`src/rtl/token_path_stepper.sv`:
```
// token_path_stepper: tracks each player's square, walks or teleports a token
// on request and emits serpentine-board screen coordinates for every step.
module token_path_stepper #(
    parameter int unsigned COLS        = 10,
    parameter int unsigned ROWS        = 10,
    parameter int unsigned ORIGIN_X    = 14,
    parameter int unsigned ORIGIN_Y    = 210,
    parameter int unsigned PITCH_X     = 30,
    parameter int unsigned PITCH_Y     = 22,
    parameter int unsigned HOME_X      = 5,
    parameter int unsigned PLAYER_DX   = 4,
    parameter int unsigned NUM_PLAYERS = 2,
    parameter int unsigned STEP_TICKS  = 4,
    parameter int unsigned STEP_W      = 3,
    parameter int unsigned COORD_W     = 9,
    localparam int unsigned MAX_SQ     = COLS * ROWS,
    localparam int unsigned PL_W       = (NUM_PLAYERS > 1) ? $clog2(NUM_PLAYERS) : 1,
    localparam int unsigned SQ_W       = $clog2(MAX_SQ + 1)
) (
    input  logic               clock,
    input  logic               resetn,
    input  logic               move_valid,
    output logic               move_ready,
    input  logic [PL_W-1:0]    move_player,
    input  logic               move_jump,
    input  logic [STEP_W-1:0]  move_steps,
    input  logic [SQ_W-1:0]    move_target,
    output logic               pos_valid,
    output logic [COORD_W-1:0] pos_x,
    output logic [COORD_W-1:0] pos_y,
    output logic [PL_W-1:0]    pos_player,
    output logic [SQ_W-1:0]    pos_square,
    output logic               done,
    output logic               rejected,
    output logic               win,
    input  logic [PL_W-1:0]    rd_player,
    output logic [SQ_W-1:0]    rd_square
);

    localparam int unsigned ROW_W  = (ROWS > 1) ? $clog2(ROWS) : 1;
    localparam int unsigned COL_W  = (COLS > 1) ? $clog2(COLS) : 1;
    localparam int unsigned TICK_W = $clog2(STEP_TICKS + 1);
    localparam int unsigned SUM_W  = SQ_W + 1;

    localparam logic [2:0] S_IDLE = 3'd0;
    localparam logic [2:0] S_WALK = 3'd1;
    localparam logic [2:0] S_CONV = 3'd2;
    localparam logic [2:0] S_EMIT = 3'd3;
    localparam logic [2:0] S_DONE = 3'd4;

    logic [2:0]        state_q, state_d;
    logic [PL_W-1:0]   player_q, player_d;
    logic [STEP_W-1:0] rem_q, rem_d;
    logic [SQ_W-1:0]   target_q, target_d;
    logic [TICK_W-1:0] tick_q, tick_d;
    logic [ROW_W-1:0]  conv_r_q, conv_r_d;
    logic [SQ_W-1:0]   conv_t_q, conv_t_d;
    logic              rej_q, rej_d;
    logic              ready_q;

    logic [SQ_W-1:0]   sq_q  [NUM_PLAYERS];
    logic [SQ_W-1:0]   sq_d  [NUM_PLAYERS];
    logic [ROW_W-1:0]  row_q [NUM_PLAYERS];
    logic [ROW_W-1:0]  row_d [NUM_PLAYERS];
    logic [COL_W-1:0]  col_q [NUM_PLAYERS];
    logic [COL_W-1:0]  col_d [NUM_PLAYERS];

    logic               pos_valid_q, pos_valid_d;
    logic [COORD_W-1:0] pos_x_q, pos_y_q;
    logic [PL_W-1:0]    pos_player_q;
    logic [SQ_W-1:0]    pos_square_q;
    logic               done_q, done_d;
    logic               rejected_q, rejected_d;
    logic               win_q, win_d;

    logic [PL_W-1:0]   idx;
    logic [SQ_W-1:0]   cur_sq, nxt_sq;
    logic [ROW_W-1:0]  cur_row, nxt_row;
    logic [COL_W-1:0]  cur_col, nxt_col;
    logic [SQ_W-1:0]   emit_sq;
    logic [ROW_W-1:0]  emit_row;
    logic [COL_W-1:0]  emit_col;
    logic              emit_en;
    logic [TICK_W-1:0] tick_inc;
    logic [SUM_W-1:0]  walk_sum;
    logic [31:0]       cp_w, px_w, x_w, y_w;

    // The token being inspected: the requester while idle, the latched player otherwise.
    assign idx       = (state_q == S_IDLE) ? move_player : player_q;
    assign cur_sq    = sq_q[idx];
    assign cur_row   = row_q[idx];
    assign cur_col   = col_q[idx];
    assign tick_inc  = tick_q + TICK_W'(1);
    assign walk_sum  = SUM_W'(cur_sq) + SUM_W'(move_steps);
    assign rd_square = sq_q[rd_player];

    // Single-square advance along the serpentine board.
    always_comb begin
        nxt_sq  = cur_sq + SQ_W'(1);
        nxt_row = cur_row;
        nxt_col = cur_col + COL_W'(1);
        if (cur_sq == '0) begin
            nxt_row = '0;
            nxt_col = '0;
        end else if (cur_col == COL_W'(COLS - 1)) begin
            nxt_row = cur_row + ROW_W'(1);
            nxt_col = '0;
        end
    end

    // Next-state and datapath control.
    always_comb begin
        state_d     = state_q;
        player_d    = player_q;
        rem_d       = rem_q;
        target_d    = target_q;
        tick_d      = tick_q;
        conv_r_d    = conv_r_q;
        conv_t_d    = conv_t_q;
        rej_d       = rej_q;
        sq_d        = sq_q;
        row_d       = row_q;
        col_d       = col_q;
        emit_en     = 1'b0;
        emit_sq     = cur_sq;
        emit_row    = cur_row;
        emit_col    = cur_col;
        pos_valid_d = 1'b0;
        done_d      = 1'b0;
        rejected_d  = 1'b0;
        win_d       = 1'b0;

        case (state_q)
            S_IDLE: begin
                if (move_valid && ready_q) begin
                    player_d = move_player;
                    rem_d    = move_steps;
                    target_d = move_target;
                    tick_d   = '0;
                    rej_d    = 1'b0;
                    if (!move_jump) begin
                        if ((move_steps == '0) || (walk_sum > SUM_W'(MAX_SQ))) begin
                            rej_d   = 1'b1;
                            state_d = S_DONE;
                        end else begin
                            state_d = S_WALK;
                        end
                    end else if (move_target > SQ_W'(MAX_SQ)) begin
                        rej_d   = 1'b1;
                        state_d = S_DONE;
                    end else if (move_target == '0) begin
                        sq_d[idx]  = '0;
                        row_d[idx] = '0;
                        col_d[idx] = '0;
                        state_d    = S_EMIT;
                    end else begin
                        conv_r_d = '0;
                        conv_t_d = move_target - SQ_W'(1);
                        state_d  = S_CONV;
                    end
                end
            end
            S_WALK: begin
                tick_d = tick_inc;
                if (tick_inc == TICK_W'(STEP_TICKS)) begin
                    tick_d         = '0;
                    sq_d[idx]      = nxt_sq;
                    row_d[idx]     = nxt_row;
                    col_d[idx]     = nxt_col;
                    emit_en        = 1'b1;
                    emit_sq        = nxt_sq;
                    emit_row       = nxt_row;
                    emit_col       = nxt_col;
                    pos_valid_d    = 1'b1;
                    rem_d          = rem_q - STEP_W'(1);
                    if (rem_q == STEP_W'(1)) begin
                        state_d = S_DONE;
                    end
                end
            end
            S_CONV: begin
                // Repeated subtraction replaces the divide by COLS.
                if (conv_t_q >= SQ_W'(COLS)) begin
                    conv_t_d = conv_t_q - SQ_W'(COLS);
                    conv_r_d = conv_r_q + ROW_W'(1);
                end else begin
                    sq_d[idx]  = target_q;
                    row_d[idx] = conv_r_q;
                    col_d[idx] = COL_W'(conv_t_q);
                    state_d    = S_EMIT;
                end
            end
            S_EMIT: begin
                emit_en     = 1'b1;
                pos_valid_d = 1'b1;
                state_d     = S_DONE;
            end
            S_DONE: begin
                done_d     = 1'b1;
                rejected_d = rej_q;
                win_d      = (cur_sq == SQ_W'(MAX_SQ));
                state_d    = S_IDLE;
            end
            default: begin
                state_d = S_IDLE;
            end
        endcase
    end

    // Screen coordinates of the square being emitted; odd rows run right-to-left.
    always_comb begin
        cp_w = emit_row[0] ? (32'(COLS - 1) - 32'(emit_col)) : 32'(emit_col);
        px_w = 32'(PLAYER_DX) * 32'(player_q);
        if (emit_sq == '0) begin
            x_w = 32'(HOME_X) + px_w;
            y_w = 32'(ORIGIN_Y);
        end else begin
            x_w = 32'(ORIGIN_X) + 32'(PITCH_X) * cp_w + px_w;
            y_w = 32'(ORIGIN_Y) - 32'(PITCH_Y) * 32'(emit_row);
        end
    end

    // FSM state register.
    always_ff @(posedge clock or negedge resetn) begin
        if (!resetn) begin
            state_q <= S_IDLE;
        end else begin
            state_q <= state_d;
        end
    end

    // Request context, token positions and registered outputs.
    always_ff @(posedge clock or negedge resetn) begin
        if (!resetn) begin
            player_q     <= '0;
            rem_q        <= '0;
            target_q     <= '0;
            tick_q       <= '0;
            conv_r_q     <= '0;
            conv_t_q     <= '0;
            rej_q        <= 1'b0;
            ready_q      <= 1'b1;
            for (int i = 0; i < int'(NUM_PLAYERS); i++) begin
                sq_q[i]  <= '0;
                row_q[i] <= '0;
                col_q[i] <= '0;
            end
            pos_valid_q  <= 1'b0;
            pos_x_q      <= '0;
            pos_y_q      <= '0;
            pos_player_q <= '0;
            pos_square_q <= '0;
            done_q       <= 1'b0;
            rejected_q   <= 1'b0;
            win_q        <= 1'b0;
        end else begin
            player_q     <= player_d;
            rem_q        <= rem_d;
            target_q     <= target_d;
            tick_q       <= tick_d;
            conv_r_q     <= conv_r_d;
            conv_t_q     <= conv_t_d;
            rej_q        <= rej_d;
            ready_q      <= (state_d == S_IDLE);
            sq_q         <= sq_d;
            row_q        <= row_d;
            col_q        <= col_d;
            pos_valid_q  <= pos_valid_d;
            if (emit_en) begin
                pos_x_q      <= COORD_W'(x_w);
                pos_y_q      <= COORD_W'(y_w);
                pos_player_q <= player_q;
                pos_square_q <= emit_sq;
            end
            done_q       <= done_d;
            rejected_q   <= rejected_d;
            win_q        <= win_d;
        end
    end

    assign move_ready = ready_q;
    assign pos_valid  = pos_valid_q;
    assign pos_x      = pos_x_q;
    assign pos_y      = pos_y_q;
    assign pos_player = pos_player_q;
    assign pos_square = pos_square_q;
    assign done       = done_q;
    assign rejected   = rejected_q;
    assign win        = win_q;

endmodule

```
`config.mk`:
```
export PLATFORM = sky130hd
export DESIGN_NAME = token_path_stepper
export DESIGN_NICKNAME = d
export VERILOG_FILES = /design/src/rtl/token_path_stepper.sv
export SDC_FILE = /design/constraint.sdc
export NUM_CORES = 1
export LEC_CHECK = 0
export BUFFER_PORTS_ARGS = -buffer_cell sky130_fd_sc_hd__buf_4
export CAP_MARGIN = 0
export CORE_UTILIZATION = 55
export DETAILED_ROUTE_END_ITERATION = 8
export HOLD_SLACK_MARGIN = 0.03
export PLACE_DENSITY = 0.78
export SYNTH_ARGS = -nofsm -noshare
export SYNTH_HDL_FRONTEND = slang
export SYNTH_SLANG_ARGS = --single-unit
```
`constraint.sdc`:
```
create_clock -name clock -period 21.1 [get_ports clock]
set_input_delay 2.11 -clock clock [delete_from_list [all_inputs] [get_ports clock]]
set_output_delay 2.11 -clock clock [all_outputs]
set_load 0.03 [all_outputs]
```
==> metrics.txt, run 1 <==
# TYPE chip_impl_metric gauge
chip_impl_info{name="outcome",value="completed"} 1
chip_impl_metric{name="fp.dieArea",unit="um^2"} 12700
chip_impl_info{name="r2r_startpoint",value="state_q[1]"} 1
chip_impl_metric{name="cts.htree.levels",unit=""} 3
chip_impl_metric{name="dp_slack",unit="ps"} 12560
chip_impl_metric{name="fin_crit",unit="ps"} 8290
chip_impl_metric{name="clk_pin_slew",unit="ps"} 70
chip_impl_metric{name="final_hold_vios",unit=""} 0
chip_impl_metric{name="ys_ff_latch",unit=""} 89
chip_impl_metric{name="final_min_period_over_clock_period",unit="%"} 39.3
chip_impl_info{name="critical_path.endpoint_type",value="flip-flop"} 1
chip_impl_metric{name="first_pass_grt_wire_length",unit="mm"} 28.3
chip_impl_metric{name="floorplan.initialDensity",unit="%"} 56.3
chip_impl_metric{name="drive_gt1_share",unit="%"} 17.6
chip_impl_metric{name="tightestPinTransition",unit="ps"} 939
chip_impl_metric{name="worst_clock_skew",unit="ps"} 9.32
chip_impl_metric{name="worst_ep_arrival_time",unit="ps"} 8580
chip_impl_metric{name="routed_wirelength",unit="mm"} 17.0
chip_impl_metric{name="synth-async-reset-ratio",unit="%"} 100
chip_impl_info{name="crit_path_start_kind",value="input port"} 1
chip_impl_metric{name="residual_antenna_violating_net_count_after_detailed_routing",unit=""} 0
chip_impl_metric{name="min_path_cells",unit=""} 2
chip_impl_metric{name="syn2layout_area_growth",unit="%"} 12.1
chip_impl_metric{name="initialDrtViolationCount",unit=""} 364
chip_impl_info{name="whs_endpoint",value="pos_y[4]"} 1
chip_impl_metric{name="coreArea",unit="um^2"} 12000
chip_impl_info{name="tritoncts",value="yes"} 1
chip_impl_metric{name="pin_count_of_the_biggest_net_entering_global_routing",unit=""} 66
chip_impl_metric{name="synthesized_instance_count",unit=""} 757
chip_impl_info{name="startpoint_of_the_most_critical_setup_path",value="move_player"} 1
chip_impl_metric{name="floorplan.die.height",unit="um"} 113
chip_impl_metric{name="synth-seq-area-share",unit="%"} 33.1
chip_impl_info{name="beginning_of_the_worst_hold_path",value="pos_y[4]"} 1
chip_impl_metric{name="die_x",unit="um"} 113
chip_impl_info{name="rr_endpoint",value="pos_x[8]"} 1
chip_impl_metric{name="vias_after_detailed_routing",unit=""} 5911
chip_impl_metric{name="edff_count_synth",unit=""} 0
chip_impl_metric{name="max-clock-path-buffers",unit=""} 2
chip_impl_metric{name="routedWlPerCell",unit="um"} 17.9
chip_impl_metric{name="detail_route.vias_per_cell",unit=""} 6.23
chip_impl_info{name="rsz0062_at_grt",value="no"} 1
chip_impl_metric{name="cts.hold.buffers_added",unit=""} 0
chip_impl_metric{name="post-route-drc-count",unit=""} 0
chip_impl_metric{name="synth.distinct_cells",unit=""} 88
chip_impl_metric{name="number_of_buffers_added_on_ports",unit=""} 52
chip_impl_metric{name="synth_fp_nets",unit=""} 819
chip_impl_metric{name="max_cap_violations",unit=""} 0
chip_impl_metric{name="crit_path_max_fanout",unit=""} 9
chip_impl_metric{name="dp_hpwl",unit="mm"} 12.8
chip_impl_metric{name="overflow",unit=""} 0
chip_impl_metric{name="reg2regPathDepth",unit=""} 25
chip_impl_metric{name="row_count",unit=""} 40
chip_impl_info{name="worstHoldPathType",value="reg -> reg"} 1
chip_impl_metric{name="post_cts_resized",unit=""} 0
chip_impl_metric{name="max_transition_margin",unit="%"} 37.2
chip_impl_metric{name="vias_in_the_first_global_route",unit=""} 5700
chip_impl_metric{name="initial_antenna_violation_count",unit=""} 0
chip_impl_info{name="clock-root-buffer",value="sky130_fd_sc_hd__clkbuf_16"} 1
chip_impl_metric{name="count_of_filler_cells_inserted_in_the_layout",unit=""} 980
chip_impl_metric{name="netlist_area",unit="um^2"} 6730
chip_impl_metric{name="count_of_endpoints_failing_setup_in_the_final_report",unit=""} 0
chip_impl_metric{name="gr-usage-all-layers",unit="%"} 28.5
chip_impl_metric{name="cp.required",unit="ps"} 21400
chip_impl_metric{name="finalNetCount",unit=""} 859
chip_impl_metric{name="ys_warn_count",unit=""} 0
chip_impl_info{name="ys_dominant_reg_cell",value="sky130_fd_sc_hd__dfrtp_1"} 1
chip_impl_metric{name="cts_buf_count",unit=""} 9
chip_impl_metric{name="antennaDiodeCount",unit=""} 0
chip_impl_metric{name="fmax",unit="GHz"} 0.121
chip_impl_metric{name="r2r_setup_slack",unit="ps"} 13870
chip_impl_metric{name="clock_sinks",unit=""} 89
chip_impl_metric{name="hold_ws",unit="ps"} 470
chip_impl_metric{name="post_cts.repair.setup_buffers",unit=""} 0
chip_impl_metric{name="number_of_detailed_routing_iterations_run_before_antenna_repair",unit=""} 8
chip_impl_metric{name="setup_ws",unit="ps"} 12810
chip_impl_metric{name="totalNegativeSetupSlack",unit="ps"} 0
chip_impl_metric{name="clk_latency",unit="ps"} 360
chip_impl_info{name="timing_worst_setup_path_type",value="in -> reg"} 1
chip_impl_metric{name="syn_avg_cell_area",unit="um^2"} 8.89
chip_impl_metric{name="final_max_slew_viol_count",unit=""} 0
chip_impl_metric{name="ioPinCount",unit=""} 54
chip_impl_metric{name="finalWeightedCongestion",unit=""} 0.941
[layer usage]
layer,track usage [%],up-vias,wire length [um]
li1,-,2816,-
met1,37.9,2840,7520
met2,46.8,224,8160
met3,3.56,31,999
met4,12.2,0,345
met5,0,-,0
[Yosys cell counts (3+ instances only)]
| library cell | number | area share [%] |
|---|---|---|
| sky130_fd_sc_hd__and3_1 | 8 | 0.74 |
| sky130_fd_sc_hd__o21a_1 | 3 | 0.33 |
| sky130_fd_sc_hd__o221a_2 | 3 | 0.50 |
| sky130_fd_sc_hd__nor2_1 | 36 | 2.0 |
| sky130_fd_sc_hd__nand2b_1 | 8 | 0.74 |
| sky130_fd_sc_hd__a211oi_1 | 6 | 0.67 |
| sky130_fd_sc_hd__buf_4 | 3 | 0.33 |
| sky130_fd_sc_hd__nor2_2 | 3 | 0.28 |
| sky130_fd_sc_hd__and2_1 | 12 | 1.1 |
| sky130_fd_sc_hd__nand4_1 | 8 | 0.74 |
| sky130_fd_sc_hd__nor3b_1 | 4 | 0.45 |
| sky130_fd_sc_hd__inv_1 | 44 | 2.5 |
| sky130_fd_sc_hd__nor2b_1 | 5 | 0.46 |
| sky130_fd_sc_hd__a21oi_1 | 31 | 2.3 |
| sky130_fd_sc_hd__ha_1 | 39 | 7.3 |
| sky130_fd_sc_hd__o21ai_1 | 6 | 0.45 |
| sky130_fd_sc_hd__buf_2 | 4 | 0.30 |
| sky130_fd_sc_hd__fa_1 | 7 | 2.1 |
| sky130_fd_sc_hd__nor3_1 | 22 | 1.6 |
| sky130_fd_sc_hd__nor4_1 | 5 | 0.46 |
| sky130_fd_sc_hd__nand3_1 | 15 | 1.1 |
| sky130_fd_sc_hd__o31ai_1 | 13 | 1.5 |
| sky130_fd_sc_hd__buf_6 | 3 | 0.50 |
| sky130_fd_sc_hd__nand2_1 | 107 | 6.0 |
| sky130_fd_sc_hd__a32oi_1 | 5 | 0.65 |
| sky130_fd_sc_hd__a22o_1 | 6 | 0.78 |
| sky130_fd_sc_hd__xor2_1 | 10 | 1.3 |
| sky130_fd_sc_hd__a221oi_1 | 4 | 0.52 |
| sky130_fd_sc_hd__dfrtp_1 | 88 | 33 |
| sky130_fd_sc_hd__mux2_2 | 36 | 6.0 |
| sky130_fd_sc_hd__mux2i_1 | 11 | 1.6 |
| sky130_fd_sc_hd__clkbuf_1 | 22 | 1.2 |
| sky130_fd_sc_hd__a31oi_1 | 5 | 0.46 |
| sky130_fd_sc_hd__o211ai_1 | 6 | 0.67 |
| sky130_fd_sc_hd__a21o_1 | 9 | 1.0 |
| sky130_fd_sc_hd__xnor2_1 | 30 | 3.9 |
| sky130_fd_sc_hd__o21ai_0 | 68 | 5.1 |
[sequential cells by signal, indices dropped and copies added, names as in the netlist, 3 cells and up]
register    count
col_q           8
row_q           8
pos_square      7
pos_x           9
tick_q          3
conv_r_q        4
target_q        7
rem_q           3
state_q         3
pos_y           8
conv_t_q        7
sq_q           14
[through the flow]
step / area, um^2 / instances / utilization (%)
floorplan: 6730 / 757 / -
global placement: 7220 / 933 / 60.4
detailed placement: 7220 / 933 / 60.4
CTS: 7540 / 949 / 63.1
global route: 7540 / 949 / 63.1
finish: 7540 / 949 / 63.1
[critical path, cell delays in order]
cell and delay [ps]:
sky130_fd_sc_hd__buf_4 100, sky130_fd_sc_hd__nor4b_4 450, sky130_fd_sc_hd__nor2_2 140, sky130_fd_sc_hd__mux2i_1 440
sky130_fd_sc_hd__ha_1 290, sky130_fd_sc_hd__or4b_1 500, sky130_fd_sc_hd__nor4_1 420, sky130_fd_sc_hd__a21oi_1 230
sky130_fd_sc_hd__a221o_2 470, sky130_fd_sc_hd__inv_2 130, sky130_fd_sc_hd__nor2_1 80, sky130_fd_sc_hd__nor2_1 100
sky130_fd_sc_hd__nor2_1 80, sky130_fd_sc_hd__fa_1 540, sky130_fd_sc_hd__inv_1 50, sky130_fd_sc_hd__fa_1 470
sky130_fd_sc_hd__fa_1 490, sky130_fd_sc_hd__inv_1 40, sky130_fd_sc_hd__ha_1 350, sky130_fd_sc_hd__a21oi_1 90
sky130_fd_sc_hd__nor2b_1 180, sky130_fd_sc_hd__nand4_1 150, sky130_fd_sc_hd__xnor2_1 210, sky130_fd_sc_hd__nand2_1 80
sky130_fd_sc_hd__a211oi_1 240, sky130_fd_sc_hd__a221o_1 140
[layout make-up]
type	instances	area (um^2)	area share, %
inverters	46	173	2.29
multi-input cells	590	4180	55.4
well taps	147	184	2.44
clock buffers	10	239	3.17
flip-flops and latches	89	2230	29.5
repair buffers	61	458	6.07
clock inverters	6	81.3	1.08
[logic make-up (layout without fill, tap and decap cells)]
family	after synthesis	in the layout	synth area share (%)
mux	50	50	8.40
fa+ha+maj	46	46	9.33
xor+xnor	41	41	5.54
simple gates	252	252	18.7
flops	89	89	33.1
other cells	1	1	0.0557
buf+inv	78	123	4.93
compound gates	200	200	19.9
[layout by cell type, fill, tap and decap left out, drive strengths merged, types with 9 or more instances in the layout]
| cell | netlist | routed |
|---|---|---|
| inv | 45 | 49 |
| mux2i | 14 | 14 |
| a21o | 9 | 9 |
| nor3 | 23 | 23 |
| nand3 | 15 | 15 |
| nor2 | 39 | 39 |
| dfrtp | 88 | 88 |
| o21ai | 74 | 74 |
| a21oi | 32 | 32 |
| xnor2 | 30 | 30 |
| nand2 | 108 | 108 |
| o31ai | 13 | 13 |
| mux2 | 36 | 36 |
| buf | 10 | 61 |
| clkbuf | 22 | 10 |
| ha | 39 | 39 |
| xor2 | 10 | 10 |
| and2 | 12 | 12 |
[worst max path at each step]
stage | depth (start not counted) | slack [ps] | endpoint
final | 26 | 12810 | pos_x[8]
after global routing | 23 | 12260 | pos_x[8]
after CTS | 26 | 12910 | pos_x[8]
after detailed placement | 25 | 12560 | pos_x[8]
after global placement | 25 | 12820 | pos_x[8]
after floorplan | 26 | 12980 | pos_x[8]
Power of run 1 is left out: the tool's default activity adds up to more than one toggle a clock period on the data nets, which glitch-free logic cannot reach.
==> run 2, diff against run 1 <==
--- a/config.mk
+++ b/config.mk
@@ -5,12 +5,13 @@
 export SDC_FILE = /design/constraint.sdc
 export NUM_CORES = 1
 export LEC_CHECK = 0
+export ABC_AREA = 1
 export BUFFER_PORTS_ARGS = -buffer_cell sky130_fd_sc_hd__buf_4
 export CAP_MARGIN = 0
 export CORE_UTILIZATION = 55
 export DETAILED_ROUTE_END_ITERATION = 8
 export HOLD_SLACK_MARGIN = 0.03
-export PLACE_DENSITY = 0.78
+export PLACE_DENSITY = 0.81
 export SYNTH_ARGS = -nofsm -noshare
 export SYNTH_HDL_FRONTEND = slang
 export SYNTH_SLANG_ARGS = --single-unit
==> constraint.sdc (replaced) <==
create_clock -name clock -period 7.6 [get_ports clock]
set_input_delay 0.76 -clock clock [delete_from_list [all_inputs] [get_ports clock]]
set_output_delay 0.76 -clock clock [all_outputs]
set_load 0.03 [all_outputs]
==> run 2 against run 1 <==
Net effect:
- flip-flop and latch count is the same
- area after synthesis shrank 3.4%
- clock-buffer cell count is the same
- utilization grew 0.52 points
- setup slack lost 11000 ps
- clock skew grew 1.7 ps
- first-iteration DRC count grew 41%
- routed wire length shrank 5.5%
- register-to-register slack lost 12000 ps
- critical endpoint unchanged
==> metrics.txt, run 2 <==
# TYPE chip_impl_metric gauge
chip_impl_metric{name="reg2regPathDepth",unit=""} 27
chip_impl_metric{name="dp_hpwl",unit="mm"} 12.2
chip_impl_metric{name="tightestPinTransition",unit="ps"} 880
chip_impl_metric{name="met3RoutedLength",unit="um"} 987
chip_impl_metric{name="syn2layout_area_growth",unit="%"} 12.2
chip_impl_metric{name="max_cap_violations",unit=""} 0
chip_impl_info{name="cell_types_with_the_highest_counts_after_synthesis",value="sky130_fd_sc_hd__nand2_1, sky130_fd_sc_hd__inv_1, sky130_fd_sc_hd__dfrtp_1"} 1
chip_impl_metric{name="post_cts_resized",unit=""} 0
chip_impl_metric{name="ioPinCount",unit=""} 54
chip_impl_metric{name="antennaDiodeCount",unit=""} 0
chip_impl_metric{name="vias_after_detailed_routing",unit=""} 6096
chip_impl_metric{name="detailroute.wirelength.met2",unit="mm"} 7.12
chip_impl_metric{name="initial_antenna_violation_count",unit=""} 0
chip_impl_metric{name="die_x",unit="um"} 111
chip_impl_metric{name="fin_crit",unit="ps"} 5810
chip_impl_metric{name="worst_clock_skew",unit="ps"} 11.0
chip_impl_metric{name="fp.dieArea",unit="um^2"} 12300
chip_impl_info{name="r2r_startpoint",value="state_q[0]"} 1
chip_impl_metric{name="routedWlPerCell",unit="um"} 14.6
chip_impl_metric{name="detail_route.wirelength.met1",unit="mm"} 7.48
chip_impl_metric{name="synth-seq-area-share",unit="%"} 34.3
chip_impl_metric{name="post_cts.repair.setup_buffers",unit=""} 0
chip_impl_metric{name="synth-async-reset-ratio",unit="%"} 100
chip_impl_metric{name="netlist_area",unit="um^2"} 6500
chip_impl_info{name="crit_path_start_kind",value="flip-flop"} 1
chip_impl_metric{name="final_hold_vios",unit=""} 0
chip_impl_metric{name="synthDominantCellAreaShare",unit="%"} 33.9
chip_impl_metric{name="residual_antenna_violating_net_count_after_detailed_routing",unit=""} 0
chip_impl_info{name="critical_path.endpoint_type",value="flip-flop"} 1
chip_impl_metric{name="max-clock-path-buffers",unit=""} 2
chip_impl_metric{name="coreArea",unit="um^2"} 11500
chip_impl_info{name="post-synth-top-count-cell",value="sky130_fd_sc_hd__nand2_1"} 1
chip_impl_metric{name="number_of_buffers_added_on_ports",unit=""} 52
chip_impl_metric{name="ys_ff_latch",unit=""} 89
chip_impl_metric{name="worst_ep_arrival_time",unit="ps"} 6110
chip_impl_metric{name="final_max_slew_viol_count",unit=""} 0
chip_impl_metric{name="cts.hold.buffers_added",unit=""} 0
chip_impl_info{name="layout_common_cells",value="sky130_fd_sc_hd__nand2_1, sky130_fd_sc_hd__inv_1, sky130_fd_sc_hd__dfrtp_1"} 1
chip_impl_metric{name="first_pass_grt_wire_length",unit="mm"} 26.9
chip_impl_info{name="timing_worst_setup_path_type",value="reg -> reg"} 1
chip_impl_metric{name="max_transition_margin",unit="%"} 41.1
chip_impl_metric{name="synthesized_instance_count",unit=""} 909
chip_impl_info{name="synth_top_cell_by_area",value="sky130_fd_sc_hd__dfrtp_1"} 1
chip_impl_metric{name="fmax",unit="GHz"} 0.172
chip_impl_info{name="worstHoldPathType",value="in -> async"} 1
chip_impl_metric{name="initialDrtViolationCount",unit=""} 515
chip_impl_metric{name="largest_register_ffs",unit=""} 14
chip_impl_metric{name="count_of_endpoints_failing_setup_in_the_final_report",unit=""} 0
chip_impl_metric{name="routed_wirelength",unit="mm"} 16.1
chip_impl_metric{name="clock_sinks",unit=""} 89
chip_impl_metric{name="crit_path_max_fanout",unit=""} 22
chip_impl_metric{name="synth.distinct_cells",unit=""} 51
chip_impl_metric{name="cts.htree.levels",unit=""} 3
chip_impl_metric{name="clk_latency",unit="ps"} 360
chip_impl_metric{name="row_count",unit=""} 39
chip_impl_info{name="regMostFlops",value="sq_q"} 1
chip_impl_metric{name="final_min_period_over_clock_period",unit="%"} 76.5
chip_impl_metric{name="final_cells",unit=""} 1099
chip_impl_info{name="rsz0062_at_grt",value="no"} 1
chip_impl_metric{name="ys_warn_count",unit=""} 0
chip_impl_metric{name="place.detailed.instances",unit=""} 1083
chip_impl_metric{name="cts_buf_count",unit=""} 9
chip_impl_info{name="route.top_layer_used",value="met4"} 1
chip_impl_info{name="tritoncts",value="yes"} 1
chip_impl_metric{name="count_of_filler_cells_inserted_in_the_layout",unit=""} 1020
chip_impl_metric{name="detail_route.vias_per_cell",unit=""} 5.55
chip_impl_info{name="rr_endpoint",value="pos_x[8]"} 1
chip_impl_metric{name="overflow",unit=""} 0
chip_impl_metric{name="cp.required",unit="ps"} 7890
chip_impl_info{name="clock-root-buffer",value="sky130_fd_sc_hd__clkbuf_16"} 1
chip_impl_metric{name="clk_pin_slew",unit="ps"} 70
chip_impl_metric{name="post-route-drc-count",unit=""} 0
chip_impl_metric{name="floorplan.die.height",unit="um"} 111
chip_impl_metric{name="syn_avg_cell_area",unit="um^2"} 7.15
chip_impl_metric{name="vias_in_the_first_global_route",unit=""} 5590
chip_impl_info{name="post_synth_main_area_contributors",value="sky130_fd_sc_hd__dfrtp_1, sky130_fd_sc_hd__nand2_1, sky130_fd_sc_hd__inv_1"} 1
chip_impl_metric{name="hold_ws",unit="ps"} 345
chip_impl_metric{name="totalNegativeSetupSlack",unit="ps"} 0
chip_impl_metric{name="synth_fp_nets",unit=""} 971
chip_impl_info{name="layout_commonest_cell",value="sky130_fd_sc_hd__nand2_1"} 1
chip_impl_metric{name="floorplan.initialDensity",unit="%"} 56.7
chip_impl_metric{name="drive_gt1_share",unit="%"} 12.1
chip_impl_metric{name="finalNetCount",unit=""} 1013
chip_impl_metric{name="finalWeightedCongestion",unit=""} 0.945
chip_impl_metric{name="edff_count_synth",unit=""} 0
chip_impl_metric{name="pin_count_of_the_biggest_net_entering_global_routing",unit=""} 57
chip_impl_info{name="outcome",value="completed"} 1
chip_impl_metric{name="r2r_setup_slack",unit="ps"} 1790
chip_impl_metric{name="gr-usage-all-layers",unit="%"} 27.3
chip_impl_metric{name="number_of_detailed_routing_iterations_run_before_antenna_repair",unit=""} 6
chip_impl_info{name="ys_dominant_reg_cell",value="sky130_fd_sc_hd__dfrtp_1"} 1
[run 2: changes by cell type in the layout (fill, tap and decap cells not counted), sizes merged, moves of 15 or more]
cell,change
nor2,+33
nand3,+54
o22ai,+15
inv,+105
nor3,-17
mux2,-36
o21ai,+15
nand2,+140
xnor2,-21
[run 2: cells by family after synthesis]
| kind of cell | share of synthesized area [%] |
|---|---|
| AOI/OAI and AO/OA | 14.9 |
| xor gates and xnor gates | 2.69 |
| other | 0.0577 |
| muxes | 0.308 |
| adders and majority gates | 9.66 |
| and+or+nand+nor | 27.4 |
| DFF | 34.3 |
| buffers and inverters | 10.7 |
[run 2: worst max-delay path by stage]
| stage | slack [ps] | startpoint | end | cells past startpoint |
|---|---|---|---|---|
| after floorplan | 2370 | move_player | pos_x[8] | 30 |
| after global routing | 1300 | state_q[0] | pos_x[8] | 26 |
| final | 1790 | state_q[0] | pos_x[8] | 27 |
| after CTS | 1840 | state_q[2] | pos_x[8] | 26 |
| after global placement | 1910 | move_player | pos_x[8] | 31 |
| after detailed placement | 1680 | move_player | pos_x[8] | 30 |
[run 2: worst max-delay path, cell delays in order (launching register included)]
cell and delay (ps):
sky130_fd_sc_hd__dfrtp_1 390, sky130_fd_sc_hd__inv_1 70, sky130_fd_sc_hd__nor2_1 80, sky130_fd_sc_hd__inv_1 60, sky130_fd_sc_hd__nor2_2 360, sky130_fd_sc_hd__inv_2 260, sky130_fd_sc_hd__nor2_2 730, sky130_fd_sc_hd__inv_2 280
sky130_fd_sc_hd__nand2_1 180, sky130_fd_sc_hd__o21ai_4 120, sky130_fd_sc_hd__xnor2_1 240, sky130_fd_sc_hd__inv_1 120, sky130_fd_sc_hd__fa_1 520, sky130_fd_sc_hd__inv_1 60, sky130_fd_sc_hd__fa_1 470, sky130_fd_sc_hd__fa_1 490
sky130_fd_sc_hd__inv_1 40, sky130_fd_sc_hd__ha_1 340, sky130_fd_sc_hd__nand2_1 90, sky130_fd_sc_hd__a21oi_1 190, sky130_fd_sc_hd__inv_1 60, sky130_fd_sc_hd__nor2_1 130, sky130_fd_sc_hd__inv_1 50, sky130_fd_sc_hd__nor2_1 110
sky130_fd_sc_hd__inv_1 50, sky130_fd_sc_hd__nand3_1 70, sky130_fd_sc_hd__nand3_1 70, sky130_fd_sc_hd__nand2_1 60
[run 2: routing by layer]
metal | GRT usage [%] | vias to the layer above
met1 | 38.6 | 2815
met4 | 12.1 | 0
li1 | - | 3024
met5 | 0 | -
met3 | 4.21 | 33
met2 | 41.7 | 224
[run 2: layout make-up]
type | instances | area [um^2] | area share [%]
repair buffers | 54 | 405 | 5.56
inverters | 153 | 574 | 7.88
flip-flops and latches | 89 | 2230 | 30.6
clock inverters | 6 | 96.3 | 1.32
clock buffers | 10 | 229 | 3.14
well taps | 143 | 179 | 2.45
multi-input cells | 644 | 3580 | 49.1
[run 2: metrics by stage]
stage                     utilization, %  cell area [um^2]  setup WS, ps
after floorplan                        -              6500          2370
after global placement              60.7              6970          1910
after detailed placement            60.7              6970          1680
after CTS                           63.6              7290          1840
after global routing                63.6              7290          1300
final                               63.6              7290          1790
Power of run 2 is left out for the same reason.
==> run 3, diff against run 2 <==
==> constraint.sdc (replaced) <==
create_clock -name clock -period 4.9 [get_ports clock]
set_input_delay 0.49 -clock clock [delete_from_list [all_inputs] [get_ports clock]]
set_output_delay 0.49 -clock clock [all_outputs]
set_load 0.03 [all_outputs]
==> run 3 against run 2 <==
Net effect:
- non-clock buffer count up 40
- critical path depth increased by 4
- routed wire length increased by 5.0%
- final cell count is 3.6% higher
- die area stayed put
- global-route usage increased by 0.51 points
- flip-flop and latch count is the same
- utilization grew 4.4 points
==> metrics.txt, run 3 (same netlist as run 2, synthesis figures left out) <==
# TYPE chip_impl_metric gauge
chip_impl_info{name="outcome",value="completed"} 1
chip_impl_metric{name="overflow",unit=""} 0
chip_impl_metric{name="ioPinCount",unit=""} 54
chip_impl_metric{name="first_pass_grt_wire_length",unit="mm"} 27.7
chip_impl_metric{name="routed_wirelength",unit="mm"} 16.9
chip_impl_metric{name="vias_after_detailed_routing",unit=""} 6334
chip_impl_info{name="worstHoldPathType",value="in -> async"} 1
chip_impl_metric{name="grt.met3_usage",unit="%"} 4.10
chip_impl_metric{name="fp.dieArea",unit="um^2"} 12300
chip_impl_metric{name="max_cap_violations",unit=""} 0
chip_impl_metric{name="die_x",unit="um"} 111
chip_impl_metric{name="worst_ep_arrival_time",unit="ps"} 5110
chip_impl_metric{name="dp_hpwl",unit="mm"} 12.4
chip_impl_metric{name="final_min_period_over_clock_period",unit="%"} 99.4
chip_impl_metric{name="fmax",unit="GHz"} 0.205
chip_impl_metric{name="routedWlPerCell",unit="um"} 14.8
chip_impl_metric{name="fin_crit",unit="ps"} 4870
chip_impl_metric{name="met1_usage",unit="%"} 39.7
chip_impl_info{name="critical_path.endpoint_type",value="flip-flop"} 1
chip_impl_metric{name="row_count",unit=""} 39
chip_impl_metric{name="floorplan.die.height",unit="um"} 111
chip_impl_metric{name="cts_buf_count",unit=""} 9
chip_impl_metric{name="clk_latency",unit="ps"} 350
chip_impl_info{name="rsz0062_at_grt",value="yes"} 1
chip_impl_metric{name="final_hold_vios",unit=""} 0
chip_impl_metric{name="antennaDiodeCount",unit=""} 0
chip_impl_info{name="clock-root-buffer",value="sky130_fd_sc_hd__clkbuf_16"} 1
chip_impl_metric{name="max_transition_margin",unit="%"} 51.9
chip_impl_metric{name="clk_pin_slew",unit="ps"} 70
chip_impl_metric{name="cts.hold.buffers_added",unit=""} 0
chip_impl_metric{name="tightestPinTransition",unit="ps"} 722
chip_impl_metric{name="cp.required",unit="ps"} 5140
chip_impl_metric{name="coreArea",unit="um^2"} 11500
chip_impl_metric{name="max-clock-path-buffers",unit=""} 2
chip_impl_metric{name="critPathMaxStageDelay",unit="ps"} 520
chip_impl_metric{name="number_of_detailed_routing_iterations_run_before_antenna_repair",unit=""} 7
chip_impl_metric{name="number_of_buffers_added_on_ports",unit=""} 52
chip_impl_metric{name="residual_antenna_violating_net_count_after_detailed_routing",unit=""} 0
chip_impl_metric{name="cts.htree.levels",unit=""} 3
chip_impl_metric{name="gr-usage-all-layers",unit="%"} 27.9
chip_impl_info{name="tritoncts",value="yes"} 1
chip_impl_info{name="grt.busiest_layer",value="met2"} 1
chip_impl_info{name="layout_commonest_cell",value="sky130_fd_sc_hd__nand2_1"} 1
chip_impl_metric{name="vias_in_the_first_global_route",unit=""} 5740
chip_impl_metric{name="count_of_endpoints_failing_setup_in_the_final_report",unit=""} 0
chip_impl_metric{name="clock_sinks",unit=""} 89
chip_impl_metric{name="floorplan.initialDensity",unit="%"} 56.7
chip_impl_metric{name="crit_path_max_fanout",unit=""} 7
chip_impl_metric{name="finalWeightedCongestion",unit=""} 0.951
chip_impl_info{name="crit_path_start_kind",value="flip-flop"} 1
chip_impl_metric{name="count_of_filler_cells_inserted_in_the_layout",unit=""} 956
chip_impl_metric{name="pin_count_of_the_biggest_net_entering_global_routing",unit=""} 57
chip_impl_info{name="layout_common_cells",value="sky130_fd_sc_hd__nand2_1, sky130_fd_sc_hd__inv_1, sky130_fd_sc_hd__buf_4"} 1
chip_impl_info{name="timing_worst_setup_path_type",value="reg -> reg"} 1
chip_impl_metric{name="critical_path.n_buffers_inverters",unit=""} 7
chip_impl_metric{name="use_met2",unit="%"} 42.4
chip_impl_metric{name="drive_gt1_share",unit="%"} 19.0
chip_impl_metric{name="initialDrtViolationCount",unit=""} 656
chip_impl_metric{name="initial_antenna_violation_count",unit=""} 0
chip_impl_metric{name="final_max_slew_viol_count",unit=""} 0
chip_impl_metric{name="worst_clock_skew",unit="ps"} 11.2
chip_impl_metric{name="finalNetCount",unit=""} 1053
chip_impl_metric{name="post-route-drc-count",unit=""} 0
chip_impl_metric{name="syn2layout_area_growth",unit="%"} 19.9
chip_impl_metric{name="detail_route.vias_per_cell",unit=""} 5.56
chip_impl_metric{name="setup_ws",unit="ps"} 27.7
chip_impl_info{name="path_delay_family",value="adder cells"} 1
chip_impl_info{name="slowest_stage",value="sky130_fd_sc_hd__fa_1"} 1
chip_impl_info{name="regMostFlops",value="sq_q"} 1
chip_impl_info{name="path_common_cell",value="sky130_fd_sc_hd__inv_1"} 1
chip_impl_metric{name="dp_slack",unit="ps"} -83.0
chip_impl_metric{name="largest_register_ffs",unit=""} 14
## run 3: path summary, 6_finish.rpt
check | startpoint | to | slack [ps] | cells after the start
worst max register to register | state_q[2] | pos_x[8] | 30 | 31
worst min register to register | pos_player | pos_player | 480 | 2
max in group asynchronous | resetn | row_q[0] | 3760 | 2
worst min-delay path | resetn | player_q | 70 | 1
worst max-delay path | state_q[2] | pos_x[8] | 30 | 31
min in group clock | move_target[6] | target_q[6] | 380 | 3
## run 3: repair_timing
action | CTS | global route
gates resized for setup | 0 | 35
pin swaps | 5 | 34
cloned | 0 | 0
setup buffers | 2 | 16
setup endpoints to repair | 1 | 4
## run 3: worst reg2reg max path: cells and delay by family, from the launching register on
family / cells / cell delay (ps)
compound gates: 1 / 140
fa+ha+maj: 5 / 1970
buf+inv: 7 / 440
flops: 1 / 410
simple gates: 18 / 1820
## run 3: routing by layer
layer  part of all wire [%]  wire (um)
met2                     46       7700
met3                    6.7       1130
met1                     45       7540
met4                    2.8        474
met5                   0.27         46
## run 3: metrics by stage
step	cells	utilization [%]	cell area, um^2	hold slack [ps]	TNS, ps
finish	1139	68.0	7790	67.1	0
global placement	1105	62.8	7200	455	0
detailed placement	1105	62.8	7200	458	-83.0
floorplan	909	-	6570	194	-10.9
CTS	1123	65.8	7550	84.9	0
global route	1139	68.0	7790	105	-403
## run 3: layout make-up
class                   count  area, um^2  area share [%]
multi-input cells         644        3770            48.3
flip-flops and latches     89        2230            28.6
repair buffers             94         717            9.20
inverters                 153         574            7.37
clock buffers              11         243            3.11
well taps                 143         179            2.30
clock inverters             5        86.3            1.11
Power of run 3 is left out for the same reason.
